[src/rtl/multicycle_pkg.sv]
// Shared types and constants for the multicycle RV32 control sequencer.
package multicycle_pkg;

  localparam int unsigned TIMEOUT_DEF = 256;
  localparam int unsigned CNT_W_DEF   = 32;
  // Wide enough for TIMEOUT-1 at the maximum TIMEOUT of 65535.
  localparam int unsigned TMR_W       = 16;

  typedef enum logic [2:0] {
    S_IDLE   = 3'd0,
    S_FETCH  = 3'd1,
    S_DECODE = 3'd2,
    S_EXEC   = 3'd3,
    S_MEM    = 3'd4,
    S_WB     = 3'd5,
    S_HALT   = 3'd6
  } state_t;

  // Decode bits captured in DECODE; later states look only at these.
  typedef struct packed {
    logic reg_write;
    logic mem_valid;
    logic mem_write;
    logic is_csr;
    logic is_ecall;
    logic is_mret;
  } dec_lat_t;

  // States that wait on an external ready and are covered by the timer.
  function automatic logic is_wait_state(input state_t s);
    return (s == S_FETCH) || (s == S_MEM);
  endfunction

endpackage

[src/rtl/multicycle_ctrl_wait_timer.sv]
// Clear/count/expire wait counter shared by the FETCH and MEM handshakes.
module wait_timer
  import multicycle_pkg::*;
#(
  parameter int unsigned TIMEOUT = TIMEOUT_DEF
) (
  input  logic clk,
  input  logic rst,
  input  logic i_clear,
  input  logic i_count,
  output logic o_expire
);

  logic [TMR_W-1:0] r_cnt;

  // Wait-cycle counter: cleared outside the wait states, counts while not ready.
  always_ff @(posedge clk or posedge rst) begin
    if (rst) begin
      r_cnt <= '0;
    end else if (i_clear) begin
      r_cnt <= '0;
    end else if (i_count) begin
      r_cnt <= r_cnt + TMR_W'(1);
    end
  end

  assign o_expire = (r_cnt == TMR_W'(TIMEOUT - 1));

endmodule

[src/rtl/multicycle_ctrl.sv]
// Multicycle RV32 sequencer: FETCH/DECODE/EXEC/[MEM]/WB with all write enables.
module multicycle_ctrl
  import multicycle_pkg::*;
#(
  parameter int unsigned TIMEOUT = TIMEOUT_DEF,
  parameter int unsigned CNT_W   = CNT_W_DEF
) (
  input  logic             clk,
  input  logic             rst,
  output logic             ifu_req,
  input  logic             ifu_ready,
  output logic             ir_en,
  input  logic             dec_reg_write,
  input  logic             dec_mem_valid,
  input  logic             dec_mem_write,
  input  logic             dec_is_csr,
  input  logic             dec_is_ecall,
  input  logic             dec_is_mret,
  input  logic             dec_is_ebreak,
  output logic             lsu_req,
  output logic             lsu_wen,
  input  logic             lsu_ready,
  output logic             pc_en,
  output logic             rf_wen,
  output logic             csr_wen,
  output logic             halted,
  output logic             bus_err,
  output logic [2:0]       state_o,
  output logic [CNT_W-1:0] instret
);

  state_t           r_state;
  dec_lat_t         r_dec;
  logic [CNT_W-1:0] r_instret;
  logic             r_bus_err;

  logic w_wait;
  logic w_ready;
  logic w_expire;

  assign w_wait  = is_wait_state(r_state);
  assign w_ready = (r_state == S_FETCH) ? ifu_ready : lsu_ready;

  wait_timer #(
    .TIMEOUT (TIMEOUT)
  ) u_wait_timer (
    .clk      (clk),
    .rst      (rst),
    .i_clear  (~w_wait),
    .i_count  (w_wait & ~w_ready),
    .o_expire (w_expire)
  );

  // Sequencer: state, decode latches, retired count and sticky bus error.
  always_ff @(posedge clk or posedge rst) begin
    if (rst) begin
      r_state   <= S_IDLE;
      r_dec     <= '0;
      r_instret <= '0;
      r_bus_err <= 1'b0;
    end else begin
      case (r_state)
        S_IDLE: r_state <= S_FETCH;
        S_FETCH: begin
          if (ifu_ready) begin
            r_state <= S_DECODE;
          end else if (w_expire) begin
            r_state   <= S_HALT;
            r_bus_err <= 1'b1;
          end
        end
        S_DECODE: begin
          r_dec <= {dec_reg_write, dec_mem_valid, dec_mem_write,
                    dec_is_csr, dec_is_ecall, dec_is_mret};
          if (dec_is_ebreak) begin
            r_state   <= S_HALT;
            r_instret <= r_instret + CNT_W'(1);
          end else begin
            r_state <= S_EXEC;
          end
        end
        S_EXEC: r_state <= r_dec.mem_valid ? S_MEM : S_WB;
        S_MEM: begin
          if (lsu_ready) begin
            r_state <= S_WB;
          end else if (w_expire) begin
            r_state   <= S_HALT;
            r_bus_err <= 1'b1;
          end
        end
        S_WB: begin
          r_state   <= S_FETCH;
          r_instret <= r_instret + CNT_W'(1);
        end
        S_HALT:  r_state <= S_HALT;
        default: r_state <= S_IDLE;
      endcase
    end
  end

  // Moore decode from registers; only ir_en looks at a live input.
  // mret never opens the CSR gate (the decoder keeps it exclusive of csr/ecall).
  assign state_o = r_state;
  assign ifu_req = (r_state == S_FETCH);
  assign ir_en   = (r_state == S_FETCH) & ifu_ready;
  assign lsu_req = (r_state == S_MEM);
  assign lsu_wen = (r_state == S_MEM) & r_dec.mem_write;
  assign pc_en   = (r_state == S_WB);
  assign rf_wen  = (r_state == S_WB) & r_dec.reg_write & ~r_dec.mem_write;
  assign csr_wen = (r_state == S_WB) & (r_dec.is_csr | r_dec.is_ecall) & ~r_dec.is_mret;
  assign halted  = (r_state == S_HALT);
  assign bus_err = r_bus_err;
  assign instret = r_instret;

endmodule

[config.mk]
export PLATFORM = sky130hd
export DESIGN_NAME = multicycle_ctrl
export DESIGN_NICKNAME = d
export VERILOG_FILES = /design/src/rtl/multicycle_pkg.sv /design/src/rtl/multicycle_ctrl_wait_timer.sv /design/src/rtl/multicycle_ctrl.sv
export SDC_FILE = /design/constraint.sdc
export NUM_CORES = 1
export LEC_CHECK = 0
export BUFFER_PORTS_ARGS = -buffer_cell sky130_fd_sc_hd__buf_2
export CORE_UTILIZATION = 35
export DETAILED_ROUTE_END_ITERATION = 12
export GPL_TIMING_DRIVEN = 0
export PLACE_DENSITY = 0.66
export RECOVER_POWER = 50
export SYNTH_ARGS = -nofsm -noshare
export SYNTH_HDL_FRONTEND = slang
export SYNTH_SLANG_ARGS = --single-unit
[constraint.sdc]
create_clock -name clk -period 1.9 [get_ports clk]
set_input_delay 0.095 -clock clk [delete_from_list [all_inputs] [get_ports clk]]
set_output_delay 0.095 -clock clk [all_outputs]
set_load 0.03 [all_outputs]
==> qor.log, run 1 <==
INFO  routing        postRouteWirelength=6290um
INFO  outcome        violations=negative setup slack
INFO  power          p_leak=1.74nW
INFO  synthesis      ys_seq_area_share=50.7%
INFO  power          ir_worst_vdd=1.14mV
INFO  clock_tree     worst_skew_pair.late_latency=0.33ns
INFO  timing         final_worst_path_period_share=100%
INFO  power          power.density_cell_area=1190nW/um2
INFO  final_layout   fin_cells=469
INFO  critical_path  critPathArrivalTime=2.12ns
INFO  placed_design  detailedPlacementHpwl=4170um
INFO  synthesis      synth_edf_count=0
INFO  timing         finalClockSkew=0.00627ns
INFO  placed_design  portBuffers=54
INFO  grt            track_usage=15.3%
INFO  timing         grt_setup_unrepaired=true
INFO  floorplan      die-height=92.4um
INFO  job            max-cap-violations=0
INFO  grt            gr-total-overflow=0
INFO  timing         slew-limit-headroom=8.71%
INFO  routing        drt_iter0_markers=119
INFO  min_path       hp-class=input pin to flip-flop
INFO  synthesis      synth_cell_types=37
INFO  synthesis      synth_area=2860um2
INFO  clock_tree     clk_pin_slew=0.07ns
INFO  clock_tree     cts_max_level=3
INFO  routing        routed_via_density=4.92
INFO  critical_path  crit_buf_inv=0
INFO  routing        drt-wirelength-per-cell=13.4um
INFO  outcome        run_status=finished with violations
INFO  floorplan      core_region_area=7810um2
INFO  synthesis      ys.warnings.count=0
INFO  final_layout   proportion_of_layout_cells_with_a_drive_suffix_above_1=29.7%
INFO  synthesis      ys.flop_type=dfrtp_1
INFO  synthesis      post_synthesis_area_per_instance=10.4um2
INFO  floorplan      die-area=8540um2
INFO  routing        via_count=2309
INFO  clock_tree     cts_made_buffers=9
INFO  timing         setup_slack=-0.00441ns
INFO  clock_tree     clock_tree_buffer_depth=2
INFO  final_layout   final_nets=375
INFO  critical_path  critPathRequiredTime=2.12ns
INFO  timing         setup_total_negative_slack=-0.00441ns
INFO  critical_path  critPathLaunchType=flip-flop
INFO  synthesis      yosys_register_bits=58
INFO  grt            vias_in_the_first_global_route=2164
INFO  timing         final-max-slew-violation-count=0
INFO  grt            grt_start_max_net_pins=35
INFO  floorplan      die_width=92.4um
INFO  routing        first_pass_iteration_count_of_the_detailed_router=4
INFO  floorplan      core.rowCount=32
INFO  critical_path  r2r_slack=-0.004ns
INFO  timing         setup-violations-final=1
INFO  placed_design  dpl.cell_count=431
INFO  critical_path  cp-end-kind=flip-flop
INFO  final_layout   insertedDiodeCount=0
INFO  critical_path  cp_slowest_stage_delay=0.46ns
INFO  timing         max_freq=0.525GHz
INFO  clock_tree     clock-sinks=58
INFO  critical_path  r2r_cells=5
INFO  timing         hold_viol=0
INFO  synthesis      syn_inst=274
INFO  clock_tree     tritoncts=done
INFO  synthesis      fraction_of_synthesis_flops_using_an_asynchronous_set_or_reset_pin=100%
INFO  critical_path  cell_count_along_the_critical_path=5
INFO  final_layout   core_occupancy_in_the_finished_layout=48.0%
INFO  placed_design  detailedPlace.worstSlack=-0.188ns
INFO  critical_path  worst_path_dominant_cell_family=simple AND/OR/NAND/NOR gates
INFO  grt            initial_antenna_violation_count=0
INFO  timing         tightest_slew=1.37ns
INFO  critical_path  worstSetupPathType=flip-flop to flip-flop
INFO  floorplan      boundaryPins=55
INFO  clock_tree     clock_tree.root_cell=clkbuf_8
INFO  grt            wire_length_of_the_first_global_routing_pass=10400um
INFO  critical_path  cp_cell_sequence=nand4bb_4 -> a2111oi_4 -> nand4_4 -> or3_4 -> xnor2_1
INFO  timing         post-route-min-period=1.90ns
INFO  min_path       min_delay_path_depth=2
INFO  critical_path  worst_path_maximum_fanout=5
INFO  critical_path  cp_slowest_cell=a2111oi_4
INFO  placed_design  place.gp.congestion=0.812
INFO  routing        postRouteAntennaNets=0
INFO  synthesis      synth_fp_nets=287
INFO  floorplan      initial_utilization=36.6%
INFO  routing        remaining_drc_errors=0
INFO  final_layout   syn2layout_area_growth=31.0%
## cells in the mapped netlist, types with 2 or more instances
| cell type | count | area (um2) |
|---|---|---|
| ha_1 | 2 | 25.0 |
| or4b_1 | 2 | 20.0 |
| nor4_1 | 4 | 25.0 |
| xnor2_1 | 22 | 193 |
| a21o_1 | 4 | 30.0 |
| mux2_2 | 6 | 67.6 |
| or3_1 | 6 | 37.5 |
| a21oi_1 | 7 | 35.0 |
| nand4_1 | 11 | 68.8 |
| nor3_1 | 13 | 65.1 |
| nand3b_1 | 3 | 22.5 |
| and2_1 | 2 | 12.5 |
| nand2_1 | 25 | 93.8 |
| xor2_1 | 20 | 175 |
| dfrtp_1 | 58 | 1450 |
| inv_1 | 13 | 48.8 |
| nand3_1 | 12 | 60.1 |
| and3_1 | 5 | 31.3 |
| nor2_1 | 28 | 105 |
| and4_1 | 2 | 17.5 |
| or4_1 | 2 | 15.0 |
| nor3b_1 | 5 | 37.5 |
| o21ai_0 | 6 | 30.0 |
| clkbuf_1 | 3 | 11.3 |
## power by group
group,switching (mW),leakage (nW),internal [mW],total [mW]
Clock,0.483,0.107,0.737,1.22
Combinational,0.976,0.888,0.621,1.60
Sequential,0.194,0.747,1.44,1.64
## cells in the final DEF, fill, tap and decap left out, types with 3 or more instances in the layout
| cell type | Yosys | layout |
|---|---|---|
| nand4_1 | 11 | 11 |
| nor3_1 | 13 | 8 |
| buf_2 | 0 | 41 |
| nor2_1 | 28 | 27 |
| nand2_1 | 25 | 25 |
| nor3b_1 | 5 | 4 |
| clkbuf_2 | 0 | 3 |
| buf_4 | 1 | 16 |
| clkbuf_8 | 0 | 9 |
| and3_1 | 5 | 4 |
| a21oi_1 | 7 | 6 |
| nor3_2 | 0 | 3 |
| or3_1 | 6 | 4 |
| nor4_1 | 4 | 3 |
| a21o_1 | 4 | 4 |
| nand3_1 | 12 | 11 |
| dfrtp_2 | 0 | 7 |
| nand3b_1 | 3 | 3 |
| dlygate4sd3_1 | 0 | 6 |
| xor2_1 | 20 | 20 |
| mux2_2 | 6 | 6 |
| dfrtp_1 | 58 | 51 |
| clkbuf_1 | 3 | 15 |
| o21ai_0 | 6 | 6 |
| xnor2_1 | 22 | 22 |
| inv_1 | 13 | 13 |
## per-layer routing
| layer | up-vias | share of wire (%) | track usage (%) |
|---|---|---|---|
| met5 | - | 0 | 0 |
| met4 | 0 | 0.54 | 6.90 |
| li1 | 1138 | - | - |
| met3 | 4 | 3.4 | 3.20 |
| met2 | 38 | 47 | 23.0 |
| met1 | 1129 | 49 | 21.0 |
## state kept, by name, indices dropped and copies added, names as in the netlist
| register | count |
|---|---|
| instret | 32 |
| r_dec | 6 |
| bus_err | 1 |
| u_wait_timer.r_cnt | 16 |
| state_o | 3 |
## stage by stage
stage                     power [mW]  instance area, um2  hold slack, ns
final                           4.45                3750         0.00671
after floorplan                 2.74                2890           0.212
after global routing            4.71                3750         0.00586
after global placement          3.10                3290           0.316
after CTS                       4.41                3600        0.000924
after detailed placement        3.13                3310           0.277
## cell type report
type,count,area (um2)
Inverter,13,48.8
Tap cell,102,128
Buffer,5,37.5
Fill cell,753,4060
Clock buffer,11,131
Multi-Input combinational cell,198,1410
Sequential cell,58,1460
Clock inverter,5,78.8
Timing Repair Buffer,77,454
## logic make-up after synthesis
group / Yosys count / share of synthesized area [%]
AOI/OAI and AO/OA: 22 / 5.42
xor gates and xnor gates: 42 / 12.9
adders and majority gates: 2 / 0.875
buffers and inverters: 18 / 2.76
DFF: 58 / 50.7
muxes: 6 / 2.36
and+or+nand+nor: 126 / 25.0
## path summary, 6_finish.rpt
path                                       from                 endpoint
min                                dec_is_ecall     r_dec[1]$_DFFE_PP0P_
max in group asynchronous                   rst     state_o[1]$_DFF_PP0_
max reg2reg                state_o[0]$_DFF_PP0_  instret[25]$_DFFE_PP0P_
min in group asynchronous                   rst  instret[26]$_DFFE_PP0P_
max                        state_o[0]$_DFF_PP0_  instret[25]$_DFFE_PP0P_
min reg2reg                 bus_err$_DFFE_PP0P_      bus_err$_DFFE_PP0P_
## what timing repair did
item / in CTS / in global routing
endpoints found under the setup margin: 20 / 25
resized for setup: 4 / 12
buffers inserted: 2 / 14
hold endpoints to repair: 38 / 0
hold buffers: 6 / 0
pin swaps: 2 / 6
No activity file was read; power rests on OpenSTA's default activity.
==> inputs of run 2 (changes only) <==
--- a/config.mk
+++ b/config.mk
@@ -11,6 +11,7 @@
 export GPL_TIMING_DRIVEN = 0
 export PLACE_DENSITY = 0.66
 export RECOVER_POWER = 50
+export REMOVE_ABC_BUFFERS = 1
 export SYNTH_ARGS = -nofsm -noshare
 export SYNTH_HDL_FRONTEND = slang
 export SYNTH_SLANG_ARGS = --single-unit
==> run 2 against run 1 <==
  * The flow still finishes with violations (negative setup slack)
  * Worst hold slack gained 0.12 ns
  * First-iteration DRC count is 39% lower
  * Count of clock-buffer cells in the layout grew 1
  * Via count barely moved
  * Largest cell class unchanged
==> qor.log, run 2 (synthesis gave the netlist of run 1 again) <==
INFO  grt            gr-total-overflow=0
INFO  routing        routed_via_density=4.88
INFO  final_layout   largest_reg_flops=32
INFO  timing         final_worst_path_period_share=104%
INFO  grt            track_usage=14.8%
INFO  final_layout   total_area_of_multi_input_combinational_cells=1440um2
INFO  grt            grt_start_max_net_pins=43
INFO  outcome        run_status=finished with violations
INFO  critical_path  r2r_cells=6
INFO  clock_tree     clock_tree_buffer_depth=2
INFO  timing         hold_viol=0
INFO  clock_tree     worst_skew_pair.late_latency=0.33ns
INFO  power          ir_worst_vdd=0.822mV
INFO  clock_tree     cts_made_buffers=9
INFO  routing        remaining_drc_errors=0
INFO  timing         grt_setup_unrepaired=true
INFO  critical_path  worstSetupPathType=flip-flop to flip-flop
INFO  timing         finalClockSkew=0.0100ns
INFO  final_layout   fin_cells=473
INFO  clock_tree     cts_max_level=3
INFO  routing        postRouteWirelength=6130um
INFO  final_layout   nFillCells=731
INFO  placed_design  dpl.cell_count=426
INFO  floorplan      die-height=92.4um
INFO  clock_tree     clk_pin_slew=0.07ns
INFO  job            max-cap-violations=0
INFO  final_layout   most_common_cell_after_layout_fill_and_taps_aside=dfrtp_1
INFO  routing        postRouteAntennaNets=0
INFO  final_layout   proportion_of_layout_cells_with_a_drive_suffix_above_1=29.9%
INFO  placed_design  place.gp.congestion=0.786
INFO  timing         setup_slack=-0.0709ns
INFO  floorplan      boundaryPins=55
INFO  outcome        violations=negative setup slack
INFO  floorplan      core.rowCount=32
INFO  routing        via_count=2308
INFO  critical_path  cp-startpoint=state_o[2]$_DFF_PP0_
INFO  critical_path  critPathRequiredTime=2.11ns
INFO  power          p_leak=1.79nW
INFO  grt            vias_in_the_first_global_route=2157
INFO  placed_design  portBuffers=54
INFO  power          power.density_cell_area=1210nW/um2
INFO  timing         max_freq=0.507GHz
INFO  clock_tree     tritoncts=done
INFO  min_path       hp-class=input pin to flip-flop
INFO  clock_tree     clock-sinks=58
INFO  placed_design  detailedPlacementHpwl=3860um
INFO  timing         slew-limit-headroom=58.6%
INFO  routing        drt_iter0_markers=73
INFO  timing         final-max-slew-violation-count=0
INFO  final_layout   most-common-layout-cells=dfrtp_1, buf_2, nor2_1
INFO  floorplan      die_width=92.4um
INFO  final_layout   seq_area=1460um2
INFO  grt            initial_antenna_violation_count=0
INFO  min_path       min_delay_path_depth=3
INFO  critical_path  critPathArrivalTime=2.18ns
INFO  final_layout   syn2layout_area_growth=33.9%
INFO  critical_path  critPathLaunchType=flip-flop
INFO  critical_path  cp-end-kind=flip-flop
INFO  timing         tightest_slew=0.620ns
INFO  final_layout   final_nets=379
INFO  floorplan      core_region_area=7810um2
INFO  critical_path  worst_path_maximum_fanout=3
INFO  routing        first_pass_iteration_count_of_the_detailed_router=4
INFO  clock_tree     clock_tree.root_cell=clkbuf_8
INFO  floorplan      initial_utilization=36.6%
INFO  grt            wire_length_of_the_first_global_routing_pass=9980um
INFO  timing         worst_hold_slack=0.128ns
INFO  routing        drt-wirelength-per-cell=13.0um
INFO  critical_path  r2r_start=state_o[2]$_DFF_PP0_
INFO  final_layout   insertedDiodeCount=0
INFO  timing         post-route-min-period=1.97ns
INFO  timing         setup-violations-final=9
INFO  floorplan      die-area=8540um2
INFO  min_path       timing.hold.worst.start=ifu_ready
==> run 2: final timing paths <==
check	to	slack (ns)
worst max-delay path	instret[25]$_DFFE_PP0P_	-0.07
worst min-delay path	state_o[0]$_DFF_PP0_	0.13
worst max register to register	instret[25]$_DFFE_PP0P_	-0.07
worst min register to register	bus_err$_DFFE_PP0P_	0.46
max in group asynchronous	state_o[1]$_DFF_PP0_	0.41
min in group asynchronous	instret[17]$_DFFE_PP0P_	0.38
==> run 2: worst max-delay path, stage by stage (launching register included) <==
cell and delay (ns):
dfrtp_2 0.42, buf_6 0.12, nand4bb_4 0.24, a2111oi_4 0.47, nand4_4 0.12, or3_1 0.34
xnor2_1 0.14
==> run 2: through the flow <==
stage               setup TNS [ns]  instance area, um2  util, %  total power [mW]  setup slack (ns)
finish                      -0.336                3830     49.1              4.63           -0.0709
detailed placement           -4.76                3250     41.6              2.98            -0.395
CTS                         -0.124                3670     47.1              4.49           -0.0429
global placement            -25.94                3230     41.3              2.95            -0.382
global route                 -1.29                3830     49.1              4.88            -0.174
floorplan                   -10.91                2830        -              2.62            -0.827
==> run 2: power by group <==
group	leakage, nW	internal (mW)	switching [mW]	total, mW
Sequential	0.751	1.44	0.214	1.65
Combinational	0.921	0.691	0.961	1.65
Clock	0.119	0.844	0.485	1.33
==> run 2: routing by layer <==
| layer | vias up | share of wire (%) | GRT usage, % |
|---|---|---|---|
| met2 | 47 | 48 | 23.6 |
| met4 | 0 | 0.93 | 5.47 |
| met5 | - | 0 | 0 |
| met3 | 7 | 3.3 | 3.61 |
| li1 | 1138 | - | - |
| met1 | 1116 | 47 | 19.4 |
==> run 2: what timing repair did <==
action | CTS | global route
hold endpoints to repair | 22 | 0
gates resized for setup | 12 | 16
endpoints found under the setup margin | 33 | 13
pin swaps | 3 | 7
hold buffers | 7 | 0
buffers inserted | 11 | 13
==> run 2: layout make-up <==
type                       instances  area share [%]
sequential                        58            38.0
tap                              102            3.33
multi-input combinational        198            37.5
clock buffer                      12            4.31
timing repair buffer              86            13.7
clock inverter                     4            1.89
inverter                          13            1.27
==> inputs of run 3 (changes only) <==
--- a/config.mk
+++ b/config.mk
@@ -8,7 +8,6 @@
 export BUFFER_PORTS_ARGS = -buffer_cell sky130_fd_sc_hd__buf_2
 export CORE_UTILIZATION = 35
 export DETAILED_ROUTE_END_ITERATION = 12
-export GPL_TIMING_DRIVEN = 0
 export PLACE_DENSITY = 0.66
 export RECOVER_POWER = 50
 export REMOVE_ABC_BUFFERS = 1
==> run 3 against run 2 <==
  * Count of clock-buffer cells in the layout rose by 2
  * Flip-flop and latch count did not move
  * Worst hold slack improved by 0.037 ns
  * Final area fell by 2.3%
  * The run now ends clean
  * Final cell count rose by 1.3%
  * Register-to-register slack improved by 0.16 ns
  * Maximum frequency rose by 8.9%
  * Critical path type is now flip-flop to output port
  * Combinational power rose by 5%
==> qor.log, run 3 (synthesis gave the netlist of run 1 again) <==
INFO  outcome        run_status=complete, no violations
INFO  placed_design  detailedPlacementHpwl=4350um
INFO  final_layout   fin_cells=479
INFO  clock_tree     clock_tree.root_cell=clkbuf_8
INFO  timing         final_worst_path_period_share=95.2%
INFO  final_layout   proportion_of_layout_cells_with_a_drive_suffix_above_1=26.5%
INFO  grt            initial_antenna_violation_count=0
INFO  power          totalPowerFinal=4.47mW
INFO  placed_design  dpl.cell_count=451
INFO  timing         worst_hold_slack=0.165ns
INFO  critical_path  worstSetupPathType=flip-flop to output port
INFO  clock_tree     cts_made_buffers=9
INFO  floorplan      die-area=8540um2
INFO  clock_tree     clock-sinks=58
INFO  routing        drt-wirelength-per-cell=13.1um
INFO  floorplan      initial_utilization=36.6%
INFO  placed_design  dpl-instance-area=3440um2
INFO  grt            grt_start_max_net_pins=59
INFO  grt            wire_length_of_the_first_global_routing_pass=10500um
INFO  placed_design  portBuffers=54
INFO  final_layout   insertedDiodeCount=0
INFO  final_layout   largest_reg_flops=32
INFO  final_layout   most_common_cell_after_layout_fill_and_taps_aside=dfrtp_1
INFO  timing         final-max-slew-violation-count=0
INFO  placed_design  place.gp.congestion=0.823
INFO  min_path       hp-class=input pin to flip-flop
INFO  critical_path  critPathRequiredTime=1.80ns
INFO  timing         grt_setup_unrepaired=true
INFO  timing         max_freq=0.553GHz
INFO  routing        postRouteWirelength=6270um
INFO  final_layout   core_occupancy_in_the_finished_layout=47.9%
INFO  timing         finalClockSkew=0.0108ns
INFO  final_layout   final_nets=385
INFO  routing        remaining_drc_errors=0
INFO  final_layout   most-common-layout-cells=dfrtp_1, buf_2, buf_4
INFO  timing         post-route-min-period=1.81ns
INFO  floorplan      core.rowCount=32
INFO  clock_tree     cts_max_level=3
INFO  clock_tree     clk_pin_slew=0.06ns
INFO  power          ir_worst_vdd=0.812mV
INFO  routing        drt_iter0_markers=100
INFO  floorplan      core_region_area=7810um2
INFO  final_layout   final_design_area_no_fill=3740um2
INFO  critical_path  critPathLaunchType=flip-flop
INFO  critical_path  cp-end-kind=output port
INFO  clock_tree     tritoncts=done
INFO  critical_path  worst_path_maximum_fanout=9
INFO  floorplan      boundaryPins=55
INFO  routing        postRouteAntennaNets=0
INFO  job            max-cap-violations=0
INFO  timing         setup-violations-final=0
INFO  grt            vias_in_the_first_global_route=2224
INFO  timing         slew-limit-headroom=46.3%
INFO  timing         setup_total_negative_slack=0ns
INFO  floorplan      die-height=92.4um
INFO  clock_tree     worst_skew_pair.late_latency=0.34ns
INFO  critical_path  critPathArrivalTime=1.71ns
INFO  power          p_leak=1.77nW
INFO  timing         setup_slack=0.0905ns
INFO  routing        via_count=2337
INFO  routing        first_pass_iteration_count_of_the_detailed_router=4
INFO  power          power.density_cell_area=1190nW/um2
INFO  placed_design  detailedPlace.worstSlack=0.0579ns
INFO  timing         tightest_slew=0.805ns
INFO  grt            track_usage=15.8%
INFO  clock_tree     clock_tree_buffer_depth=2
INFO  final_layout   syn2layout_area_growth=30.9%
INFO  routing        routed_via_density=4.88
INFO  floorplan      die_width=92.4um
INFO  timing         hold_viol=0
INFO  grt            gr-total-overflow=0
==> run 3: cell count changes in the layout (fill, tap and decap cells not counted), moves of 2 or more <==
cell / delta
buf_4: +9
nand3_1: +2
nor2_1: +2
nand3_2: -2
dfrtp_2: -2
dfrtp_1: +2
nor3_1: +2
buf_2: -3
nor3_4: -2
clkbuf_1: +5
==> run 3: timing repair <==
item / in CTS / in global routing
setup buffers: 0 / 5
endpoints found under the hold margin: 64 / 0
pin swaps: 0 / 2
endpoints found under the setup margin: 2 / 10
hold buffers: 7 / 0
resized for setup: 2 / 7
==> run 3: layout make-up <==
class / instances / area, um2
Clock inverter: 2 / 35.0
Inverter: 13 / 48.8
Sequential cell: 58 / 1450
Multi-Input combinational cell: 198 / 1360
Fill cell: 757 / 4060
Clock buffer: 14 / 163
Timing Repair Buffer: 92 / 554
Tap cell: 102 / 128
==> run 3: worst paths after layout <==
check | slack (ns) | startpoint | cells after the start | to
setup / recovery | 0.09 | state_o[0]$_DFF_PP0_ | 6 | lsu_wen
hold / removal | 0.17 | ifu_ready | 3 | state_o[0]$_DFF_PP0_
setup reg to reg | 0.09 | u_wait_timer.r_cnt[11]$_DFFE_PP0P_ | 5 | state_o[1]$_DFF_PP0_
hold reg to reg | 0.46 | instret[31]$_DFFE_PP0P_ | 1 | instret[31]$_DFFE_PP0P_
max in group asynchronous | 0.75 | rst | 4 | state_o[1]$_DFF_PP0_
min in group asynchronous | 0.56 | rst | 4 | instret[26]$_DFFE_PP0P_
==> run 3: worst max-delay path: stages, from the launching register on <==
cell and delay [ns]:
dfrtp_1 0.39, buf_4 0.16, buf_4 0.16, nor3_2 0.21
buf_4 0.16, and2_1 0.11, buf_2 0.19
==> run 3: per-layer routing <==
layer	wire length [um]	global-route usage [%]	vias to the layer above
met3	237	4.27	6
met1	3050	21.3	1130
met4	66	5.47	0
li1	-	-	1151
met5	0	0	-
met2	2910	24.3	50
==> run 3: power by group <==
group	switching, mW	internal (mW)	total, mW
clock network	0.476	0.677	1.15
registers	0.159	1.43	1.59
logic	1.00	0.724	1.73
